<file path="src/rtl/ball_motion_ctrl_if.sv">
// Signal bundle between the VGA timing / paddle logic and the ball motion controller.
// The master drives the counters, paddles and serve; the slave returns the ball state.
interface ball_motion_ctrl_if;
    logic [11:0] i_hcount;
    logic [10:0] i_vcount;
    logic [10:0] i_pad_l_y;
    logic [10:0] i_pad_r_y;
    logic        i_serve;
    logic [11:0] o_ball_x;
    logic [10:0] o_ball_y;
    logic        o_ball_live;
    logic        o_score_l;
    logic        o_score_r;

    modport master (
        output i_hcount, i_vcount, i_pad_l_y, i_pad_r_y, i_serve,
        input  o_ball_x, o_ball_y, o_ball_live, o_score_l, o_score_r
    );

    modport slave (
        input  i_hcount, i_vcount, i_pad_l_y, i_pad_r_y, i_serve,
        output o_ball_x, o_ball_y, o_ball_live, o_score_l, o_score_r
    );
endinterface

</file>
<file path="src/rtl/ball_motion_ctrl.sv">
// Pong ball sequencer: advances the ball once per frame at the start of vertical
// blanking, bounces off walls and paddles, and reports misses as one-cycle pulses.
module ball_motion_ctrl #(
    parameter int H_ACTIVE    = 800,
    parameter int V_ACTIVE    = 600,
    parameter int BALL_SIZE   = 20,
    parameter int SPEED       = 2,
    parameter int PAD_L_X     = 20,
    parameter int PAD_R_X     = 770,
    parameter int PAD_W       = 10,
    parameter int PAD_H       = 80,
    parameter int HOLD_FRAMES = 60
) (
    input  logic               i_clk,
    input  logic               i_rst,
    ball_motion_ctrl_if.slave  bus
);

    typedef enum logic [1:0] {
        S_IDLE  = 2'd0,
        S_MOVE  = 2'd1,
        S_SCORE = 2'd2
    } state_t;

    localparam int HW = $clog2(HOLD_FRAMES + 1);

    // All geometry is carried in 13 bits so sums past the screen edge cannot wrap.
    localparam logic [12:0] L_HA     = 13'(H_ACTIVE);
    localparam logic [12:0] L_VA     = 13'(V_ACTIVE);
    localparam logic [12:0] L_BS     = 13'(BALL_SIZE);
    localparam logic [12:0] L_SPD    = 13'(SPEED);
    localparam logic [12:0] L_PH     = 13'(PAD_H);
    localparam logic [12:0] L_FACE_L = 13'(PAD_L_X + PAD_W);
    localparam logic [12:0] L_FACE_R = 13'(PAD_R_X);
    localparam logic [11:0] L_CX     = 12'((H_ACTIVE - BALL_SIZE) / 2);
    localparam logic [10:0] L_CY     = 11'((V_ACTIVE - BALL_SIZE) / 2);
    localparam logic [HW-1:0] L_HOLD_LAST = HW'(HOLD_FRAMES - 1);

    state_t        r_state;
    logic [11:0]   r_ball_x;
    logic [10:0]   r_ball_y;
    logic          r_dir_x;       // 1 = right
    logic          r_dir_y;       // 1 = down
    logic [HW-1:0] r_hold;
    logic          r_scorer_left;
    logic          r_live;
    logic          r_score_l;
    logic          r_score_r;

    state_t        w_state_nxt;
    logic [11:0]   w_x_nxt;
    logic [10:0]   w_y_nxt;
    logic          w_dx_nxt;
    logic          w_dy_nxt;
    logic [HW-1:0] w_hold_nxt;
    logic          w_scorer_nxt;
    logic          w_miss_l;
    logic          w_miss_r;
    logic          w_tick;
    logic [12:0]   w_x;
    logic [12:0]   w_y;
    logic [12:0]   w_pl;
    logic [12:0]   w_pr;
    logic          w_ovl_l;
    logic          w_ovl_r;

    assign w_tick  = (bus.i_hcount == 12'd0) && (bus.i_vcount == 11'(V_ACTIVE));
    assign w_x     = {1'b0, r_ball_x};
    assign w_y     = {2'b00, r_ball_y};
    assign w_pl    = {2'b00, bus.i_pad_l_y};
    assign w_pr    = {2'b00, bus.i_pad_r_y};
    assign w_ovl_l = ((w_y + L_BS) > w_pl) && (w_y < (w_pl + L_PH));
    assign w_ovl_r = ((w_y + L_BS) > w_pr) && (w_y < (w_pr + L_PH));

    // Next-state and next-position decision, applied by the register block on frame_tick.
    always_comb begin
        w_state_nxt  = r_state;
        w_x_nxt      = r_ball_x;
        w_y_nxt      = r_ball_y;
        w_dx_nxt     = r_dir_x;
        w_dy_nxt     = r_dir_y;
        w_hold_nxt   = r_hold;
        w_scorer_nxt = r_scorer_left;
        w_miss_l     = 1'b0;
        w_miss_r     = 1'b0;
        case (r_state)
            S_IDLE: begin
                w_x_nxt = L_CX;
                w_y_nxt = L_CY;
                if (bus.i_serve) begin
                    w_state_nxt = S_MOVE;
                end else begin
                    w_state_nxt = S_IDLE;
                end
            end
            S_MOVE: begin
                if (!r_dir_y) begin
                    if (w_y <= L_SPD) begin
                        w_y_nxt  = 11'd0;
                        w_dy_nxt = 1'b1;
                    end else begin
                        w_y_nxt = 11'(w_y - L_SPD);
                    end
                end else begin
                    if ((w_y + L_BS + L_SPD) >= L_VA) begin
                        w_y_nxt  = 11'(L_VA - L_BS);
                        w_dy_nxt = 1'b0;
                    end else begin
                        w_y_nxt = 11'(w_y + L_SPD);
                    end
                end
                // Paddle hit is tested before the miss so a grazing contact still returns.
                if (!r_dir_x) begin
                    if ((w_x >= L_FACE_L) && ((w_x - L_SPD) <= L_FACE_L) && w_ovl_l) begin
                        w_x_nxt  = 12'(L_FACE_L);
                        w_dx_nxt = 1'b1;
                    end else if (w_x <= L_SPD) begin
                        w_x_nxt      = 12'd0;
                        w_miss_l     = 1'b1;
                        w_scorer_nxt = 1'b0;
                        w_hold_nxt   = '0;
                        w_state_nxt  = S_SCORE;
                    end else begin
                        w_x_nxt = 12'(w_x - L_SPD);
                    end
                end else begin
                    if (((w_x + L_BS) <= L_FACE_R) && ((w_x + L_BS + L_SPD) >= L_FACE_R) && w_ovl_r) begin
                        w_x_nxt  = 12'(L_FACE_R - L_BS);
                        w_dx_nxt = 1'b0;
                    end else if ((w_x + L_BS + L_SPD) >= L_HA) begin
                        w_x_nxt      = 12'(L_HA - L_BS);
                        w_miss_r     = 1'b1;
                        w_scorer_nxt = 1'b1;
                        w_hold_nxt   = '0;
                        w_state_nxt  = S_SCORE;
                    end else begin
                        w_x_nxt = 12'(w_x + L_SPD);
                    end
                end
            end
            S_SCORE: begin
                if (r_hold == L_HOLD_LAST) begin
                    w_state_nxt = S_IDLE;
                    w_x_nxt     = L_CX;
                    w_y_nxt     = L_CY;
                    w_dx_nxt    = ~r_scorer_left;
                    w_hold_nxt  = '0;
                end else begin
                    w_hold_nxt = r_hold + HW'(1);
                end
            end
            default: begin
                w_state_nxt = S_IDLE;
                w_x_nxt     = L_CX;
                w_y_nxt     = L_CY;
                w_hold_nxt  = '0;
            end
        endcase
    end

    // State and ball registers; pulses follow the tick by one cycle and self-clear.
    always_ff @(posedge i_clk or posedge i_rst) begin
        if (i_rst) begin
            r_state       <= S_IDLE;
            r_ball_x      <= L_CX;
            r_ball_y      <= L_CY;
            r_dir_x       <= 1'b1;
            r_dir_y       <= 1'b1;
            r_hold        <= '0;
            r_scorer_left <= 1'b0;
            r_live        <= 1'b0;
            r_score_l     <= 1'b0;
            r_score_r     <= 1'b0;
        end else begin
            r_score_l <= w_tick && w_miss_r;
            r_score_r <= w_tick && w_miss_l;
            if (w_tick) begin
                r_state       <= w_state_nxt;
                r_ball_x      <= w_x_nxt;
                r_ball_y      <= w_y_nxt;
                r_dir_x       <= w_dx_nxt;
                r_dir_y       <= w_dy_nxt;
                r_hold        <= w_hold_nxt;
                r_scorer_left <= w_scorer_nxt;
                r_live        <= (w_state_nxt == S_MOVE);
            end else begin
                r_state <= r_state;
            end
        end
    end

    assign bus.o_ball_x    = r_ball_x;
    assign bus.o_ball_y    = r_ball_y;
    assign bus.o_ball_live = r_live;
    assign bus.o_score_l   = r_score_l;
    assign bus.o_score_r   = r_score_r;

endmodule

</file>
<file path="src/flat_wrapper.sv">
// flat-port wrapper written by rule: the top's interface ports become plain ports
module ball_motion_ctrl_flat 
#(
    parameter int H_ACTIVE    = 800,
    parameter int V_ACTIVE    = 600,
    parameter int BALL_SIZE   = 20,
    parameter int SPEED       = 2,
    parameter int PAD_L_X     = 20,
    parameter int PAD_R_X     = 770,
    parameter int PAD_W       = 10,
    parameter int PAD_H       = 80,
    parameter int HOLD_FRAMES = 60
)
  (i_clk, i_rst, bus_i_hcount, bus_i_vcount, bus_i_pad_l_y, bus_i_pad_r_y, bus_i_serve, bus_o_ball_x, bus_o_ball_y, bus_o_ball_live, bus_o_score_l, bus_o_score_r);
  ball_motion_ctrl_if bus_i ();
  input  logic i_clk;
  input  logic i_rst;
  input wire logic [$bits(bus_i.i_hcount)-1:0] bus_i_hcount;
  input wire logic [$bits(bus_i.i_vcount)-1:0] bus_i_vcount;
  input wire logic [$bits(bus_i.i_pad_l_y)-1:0] bus_i_pad_l_y;
  input wire logic [$bits(bus_i.i_pad_r_y)-1:0] bus_i_pad_r_y;
  input wire logic [$bits(bus_i.i_serve)-1:0] bus_i_serve;
  output wire logic [$bits(bus_i.o_ball_x)-1:0] bus_o_ball_x;
  output wire logic [$bits(bus_i.o_ball_y)-1:0] bus_o_ball_y;
  output wire logic [$bits(bus_i.o_ball_live)-1:0] bus_o_ball_live;
  output wire logic [$bits(bus_i.o_score_l)-1:0] bus_o_score_l;
  output wire logic [$bits(bus_i.o_score_r)-1:0] bus_o_score_r;
  assign bus_i.i_hcount = bus_i_hcount;
  assign bus_i.i_vcount = bus_i_vcount;
  assign bus_i.i_pad_l_y = bus_i_pad_l_y;
  assign bus_i.i_pad_r_y = bus_i_pad_r_y;
  assign bus_i.i_serve = bus_i_serve;
  assign bus_o_ball_x = bus_i.o_ball_x;
  assign bus_o_ball_y = bus_i.o_ball_y;
  assign bus_o_ball_live = bus_i.o_ball_live;
  assign bus_o_score_l = bus_i.o_score_l;
  assign bus_o_score_r = bus_i.o_score_r;
  ball_motion_ctrl #(.H_ACTIVE(H_ACTIVE), .V_ACTIVE(V_ACTIVE), .BALL_SIZE(BALL_SIZE), .SPEED(SPEED), .PAD_L_X(PAD_L_X), .PAD_R_X(PAD_R_X), .PAD_W(PAD_W), .PAD_H(PAD_H), .HOLD_FRAMES(HOLD_FRAMES)) u_core (.i_clk(i_clk), .i_rst(i_rst), .bus(bus_i));
endmodule
</file>
<file path="config.mk">
export PLATFORM = sky130hd
export DESIGN_NAME = ball_motion_ctrl_flat
export DESIGN_NICKNAME = d
export VERILOG_FILES = /design/src/rtl/ball_motion_ctrl_if.sv /design/src/rtl/ball_motion_ctrl.sv /design/src/flat_wrapper.sv
export SDC_FILE = /design/constraint.sdc
export NUM_CORES = 1
export LEC_CHECK = 0
export ABC_AREA = 1
export CAP_MARGIN = 25
export CORE_UTILIZATION = 55
export DETAILED_ROUTE_END_ITERATION = 8
export DONT_BUFFER_PORTS = 1
export PLACE_DENSITY = 0.7
export SYNTH_ARGS = -nofsm -noshare
export SYNTH_HDL_FRONTEND = slang
export SYNTH_SLANG_ARGS = --single-unit
</file>
<file path="constraint.sdc">
create_clock -name i_clk -period 3.3 [get_ports i_clk]
set_clock_uncertainty 0.05 [all_clocks]
set_input_delay 0.165 -clock i_clk [delete_from_list [all_inputs] [get_ports i_clk]]
set_output_delay 0.165 -clock i_clk [all_outputs]
set_load 0.02 [all_outputs]
</file>
## Word-level counts from Yosys, hierarchy flattened

Index checks and enable logic that the tools add are counted.

- Logic and storage cells: 114
- Register bits after elaboration: 37
- Input port bits: 48
- Output and inout port bits: 26

- Equal/unequal tests: 13
- $lt $le $gt $ge: 12
- Add/subtract/negate cells: 11
- Reduce and logical (&&, ||, !) cells: 18
- Multiplexer cells: 48
- Bitwise logic cells: 2

Operator list:

| operator | number |
|---|---|
| $mux 12 | 6 |
| $mux 11 | 4 |
| $ge 13x10->1 const B | 3 |
| $mux 6 | 6 |
| $add 13x2->13 const B | 2 |
| $gt 13x11->1 | 2 |
| $lt 11x13->1 | 2 |
| $add 11x7->12 const B | 2 |
| $pmux 12 s2 | 1 |
| $pmux 11 s2 | 1 |
| $mux 1 | 21 |
| $pmux 6 s3 | 1 |
| $add 12x5->13 const B | 1 |
| $le 13x10->1 const B | 1 |
| $le 13x5->1 const B | 1 |
| $sub 12x2->13 const B | 1 |
| $add 11x5->12 const B | 1 |
| $add 12x2->12 const B | 1 |
| $ge 12x5->1 const B | 1 |
| $le 12x2->1 const B | 1 |
| $logic_not 12->1 | 1 |
| $mux 2 | 6 |
| $reduce_and 6->1 | 2 |
| $add 11x2->11 const B | 1 |
| 20 further kinds | 35 |

## Depth between registers and ports, before layout

- Depth in word-level cells: 9
- Mapped depth: 25
- Mapped depth without buffers: 23

## Worst setup path before layout

Ideal clock, no wire load.

- Path kind: flip-flop to flip-flop
- From: register u_core.r_ball_y[2] (netlist: u_core.bus.o_ball_y[2])
- To: register u_core.r_hold[4]
- Data arrival time: 2,904 ps
- Clock period less this slack: 3,067 ps
- Slack: 233 ps
- Data required time: 3,137 ps
- Cell stages (with the launch flop): 24
- Cells stage by stage: dfrtp_1 -> inv_1 -> nand2_1 -> nand3_1 -> nor2_2 -> nand2_1 -> nand2_1 -> inv_1 -> ha_1 -> nand2_1 -> o21a_1 -> o211ai_1 -> inv_1 -> nand2_1 -> nand4_1 -> nor2_1 -> nand3_2 -> nand2_2 -> nand2_2 -> buf_6 -> nand3_1 -> nand2_1 -> inv_2 -> nor2_2

- Longest elaborated chain between the ends: 6
- Elaborated cells on any way between the ends: 12
- Classes of those cells: add/sub: 1; order compare: 4; eq/ne: 2; reduce/logical: 5

Ends and longest elaborated chain:

| what | RTL line | RTL |
|---|---|---|
| start: declaration | ball_motion_ctrl.sv:41 | `logic [10:0] r_ball_y;` |
| start signal: assignment | ball_motion_ctrl.sv:180 | `r_ball_y <= w_y_nxt;` |
| $add 11x5->12 | ball_motion_ctrl.sv:72, ball_motion_ctrl.sv:73 |  |
| $gt 13x11->1, on equally long branches | ball_motion_ctrl.sv:72, ball_motion_ctrl.sv:73 |  |
| $logic_and 1x1->1, on equally long branches | ball_motion_ctrl.sv:72, ball_motion_ctrl.sv:73 |  |
| $logic_and 1x1->1, on equally long branches | ball_motion_ctrl.sv:114, ball_motion_ctrl.sv:127 |  |
| $ne 3x2->1 (no line) / $ne 3x3->1 (equally long branches) | -- |  |
| $reduce_and 6->1 (no line) (*) | -- |  |
| end signal: assignment | ball_motion_ctrl.sv:183 | `r_hold <= w_hold_nxt;` |
| end: declaration | ball_motion_ctrl.sv:44 | `logic [HW-1:0] r_hold;` |

Mark *: on every way between the ends. The rest lies on a longest branch, timed or not.
A chain may end at the register's enable or synchronous reset.

## Final worst setup path

- From: register u_core.r_ball_y[3] (netlist: u_core.bus.o_ball_y[3])
- To: register u_core.r_hold[0]

The elaborated chain is that of the path after synthesis.

==> results.py <==
metrics = {
    "power": {
        "power_uw": 871,
        "p_int_uw": 643,
        "seqPwrFrac_pct": 49.3,
        "pwr-share-clk_pct": 37.1,
        "power_leakage_uw": 0.00278,
        "swShare_pct": 26.2,
        "ir_worst_vdd_mv": 0.201,
        "combPwrFrac_pct": 13.5,
        "power.net_switching_uw": 228,
        "powerDensity_nw_per_um2": 160,
    },
    "setup_path": {
        "crit_family": "simple AND/OR/NAND/NOR gates",
        "critPathCaptureType": "register",
        "startpoint_type": "register",
        "crit_buf_inv": 4,
        "max_stage_delay_ns": 0.43,
        "crit_fanout": 6,
        "required_ns": 3.43,
        "crit_type": "reg2reg",
        "cp_slowest_cell": "dfrtp_2",
        "crit_path_cell_trace": "buf_4 -> buf_4 -> inv_1 -> ha_1 -> ha_1 -> nand2_1 -> o21ai_0 -> nand4_1 -> nand2_1 -> nand4_1 -> nor2_2 -> nand3_2 -> nand2_4 -> nand2_4 -> nand2_4 -> nand2_1 -> o21ai_1 -> inv_1",
        "worstPathArrival_ns": 3.22,
    },
    "logic_synthesis": {
        "synth_cell_types": 48,
        "syn_area_um2": 5000,
        "syn_avg_cell_area_um2": 6.42,
        "yosys_warnings": 0,
        "yosys-top-cells-area": "ha_1 (15%), dfrtp_1 (13%), nand2_1 (12%), inv_1 (9.0%), nor2_1 (6.5%)",
        "yosys.area.top_type": "ha_1",
        "synth_common_cells": "nand2_1 (161), inv_1 (120), nor2_1 (87)",
        "syn_inst": 779,
        "ys.flop_type": "dfrtp_1",
        "yosysSeqAreaShare_pct": 17.7,
        "async_flop_share_pct": 100,
        "yosys_register_bits": 35,
        "synth-edff-count": 0,
        "synth_top_area_share_pct": 14.5,
        "synth_most_common_cell": "nand2_1",
    },
    "placement": {
        "post-place-ws_ns": 0.00379,
        "dp_hpwl_um": 11300,
        "portBuffers": 0,
        "gp_congestion": 0.980,
    },
    "clock_tree": {
        "cts-root-buf": "clkbuf_8",
        "path_clk_slew_ns": 0.08,
        "cts_buffer_depth": 2,
        "clock_sinks": 35,
        "clkLatencyLatePin_ns": 0.29,
        "tritoncts": "yes",
        "cts-buffers-inserted": 5,
        "htree_levels": 2,
    },
    "floorplanning": {
        "core_area_um2": 8760,
        "die_x_um": 97.3,
        "initial_core_util_pct": 57.1,
        "io_pins": 74,
        "die_h_um": 97.3,
        "dieArea_um2": 9480,
        "rows": 34,
    },
    "timing": {
        "worst_slew_pin_slew_ns": 0.898,
        "finalHoldViolCount": 0,
        "fmax_mhz": 324,
        "finalMaxSlewViolations": 0,
        "finalCriticalPeriod_ns": 3.09,
        "min_period_over_period_pct": 93.6,
        "worst_slack_ns": 0.212,
        "finalSetupViolations": 0,
        "slew_headroom_pct": 40.1,
    },
    "status": {
        "status": "finished clean",
    },
    "routing": {
        "post_drt_wl_per_cell_um": 15.4,
        "vias": 5185,
        "wl_um": 14000,
        "drt-initial-drc-count": 379,
        "drcViolationCount": 0,
        "ant_nets": 0,
        "first_pass_iters": 7,
        "via_per_inst": 5.70,
    },
    "run": {
        "maxCapViolations": 0,
    },
    "global_routing": {
        "antenna_found_initial": 0,
        "grt.total_usage_pct": 29.6,
        "grt_max_degree": 24,
        "first_global_vias": 4979,
        "grt_pass1_wl_um": 23100,
        "grt_overflow_total": 0,
    },
    "cells_and_area": {
        "n_antenna_cell": 0,
        "nNetsFinal": 907,
        "area_growth_pct": 8.83,
        "drive_above_1_share_pct": 13.7,
        "final_util_pct": 62.1,
    },
    "min_path": {
        "hold_class": "in2reg",
    },
}
-- timing repair --
action,CTS,global route
cloned,0,1
buffers inserted,0,6
setup endpoints to repair,1,19
pin swaps,0,7
hold buffers,1,0
gates resized for setup,1,23
hold endpoints to repair,18,0
-- layer usage --
layer	track usage, %	wire length, um	vias to the layer above
li1	-	-	2593
met1	40.2	6320	2372
met2	51.3	6510	200
met3	3.53	983	20
met4	4.86	180	0
met5	0	0	-
-- power by group through the flow --
stage / clock [uW] / combinational [uW] / sequential (uW)
3_5_place_dp: 0 / 114 / 437
3_3_place_gp: 0 / 108 / 437
6_report: 323 / 118 / 429
4_1_cts: 330 / 116 / 429
5_1_grt: 347 / 138 / 429
2_1_floorplan: 0 / 89.6 / 437
-- worst paths after layout --
check / from / end / slack [ns] / cells past startpoint
max: u_core.bus.o_ball_y[3]$_DFFE_PP0P_ / u_core.r_hold[0]$_DFFE_PP0P_ / 0.21 / 18
min: bus_i_serve / u_core.r_state[0]$_DFFE_PP0P_ / 0.08 / 3
max reg2reg: u_core.bus.o_ball_y[3]$_DFFE_PP0P_ / u_core.r_hold[0]$_DFFE_PP0P_ / 0.21 / 18
min reg2reg: u_core.r_scorer_left$_DFFE_PP0P_ / u_core.r_scorer_left$_DFFE_PP0P_ / 0.48 / 1
max in group asynchronous: i_rst / u_core.bus.o_ball_y[8]$_DFFE_PP1P_ / 2.00 / 3
min in group asynchronous: i_rst / u_core.r_hold[4]$_DFFE_PP0P_ / 0.46 / 2
-- area by class of cell --
cell class                      instances  area [um^2]
Clock buffer                            7         86.3
Clock inverter                          1         5.00
Fill cell                             847         3320
Inverter                              132          498
Multi-Input combinational cell        599         3610
Sequential cell                        35          890
Tap cell                              108          135
Timing Repair Buffer                   28          213
-- flip-flops by register name (all words and copies together), names as in the netlist --
signal	cells
u_core.r_dir_y	1
u_core.r_hold	6
u_core.bus.o_score_l	1
u_core.r_state	2
u_core.bus.o_ball_y	10
u_core.r_dir_x	1
u_core.bus.o_ball_live	1
u_core.bus.o_score_r	1
u_core.r_scorer_left	1
u_core.bus.o_ball_x	11
-- through the flow --
stage / cell area [um^2] / std cells / hold slack [ns] / TNS, ns
after global routing: 5440 / 910 / 0.0928 / -0.0243
after global placement: 5180 / 894 / 0.235 / 0
after floorplan: 5000 / 780 / 0.263 / 0
after detailed placement: 5180 / 894 / 0.238 / 0
after CTS: 5290 / 903 / 0.0802 / 0
final: 5440 / 910 / 0.0808 / 0
-- cells by family after synthesis --
group | synth area share, %
AO/OA/AOI/OAI | 12.6
other | 0.0750
XOR/XNOR | 6.63
adder cells (fa/ha/maj) | 14.5
flip-flops | 17.7
buffers and inverters | 12.2
AND/OR/NAND/NOR | 36.3
-- worst register-to-register path, cell delays in order, from the launching register on --
cell and delay, ns:
dfrtp_2 0.43, buf_4 0.14, buf_4 0.16, inv_1 0.12
ha_1 0.33, ha_1 0.34, nand2_1 0.05, o21ai_0 0.21
nand4_1 0.12, nand2_1 0.09, nand4_1 0.09, nor2_2 0.21
nand3_2 0.15, nand2_4 0.13, nand2_4 0.09, nand2_4 0.10
nand2_1 0.05, o21ai_1 0.07, inv_1 0.05
-- layout by cell type (no fill, tap or decap), types with 7 or more instances in the layout --
| master | netlist | final |
|---|---|---|
| a21oi_1 | 37 | 37 |
| buf_4 | 8 | 27 |
| dfrtp_1 | 26 | 24 |
| dfstp_2 | 9 | 9 |
| ha_1 | 58 | 54 |
| inv_1 | 120 | 119 |
| inv_2 | 10 | 11 |
| nand2_1 | 161 | 158 |
| nand2_2 | 9 | 10 |
| nand3_1 | 48 | 47 |
| nand3_2 | 7 | 8 |
| nand4_1 | 28 | 28 |
| nor2_1 | 87 | 83 |
| nor2_2 | 11 | 13 |
| nor2_4 | 5 | 7 |
| nor3_1 | 22 | 20 |
| nor4_1 | 9 | 9 |
| o21ai_0 | 32 | 31 |
| xor2_1 | 35 | 35 |
No activity file was read; power rests on OpenSTA's default activity.
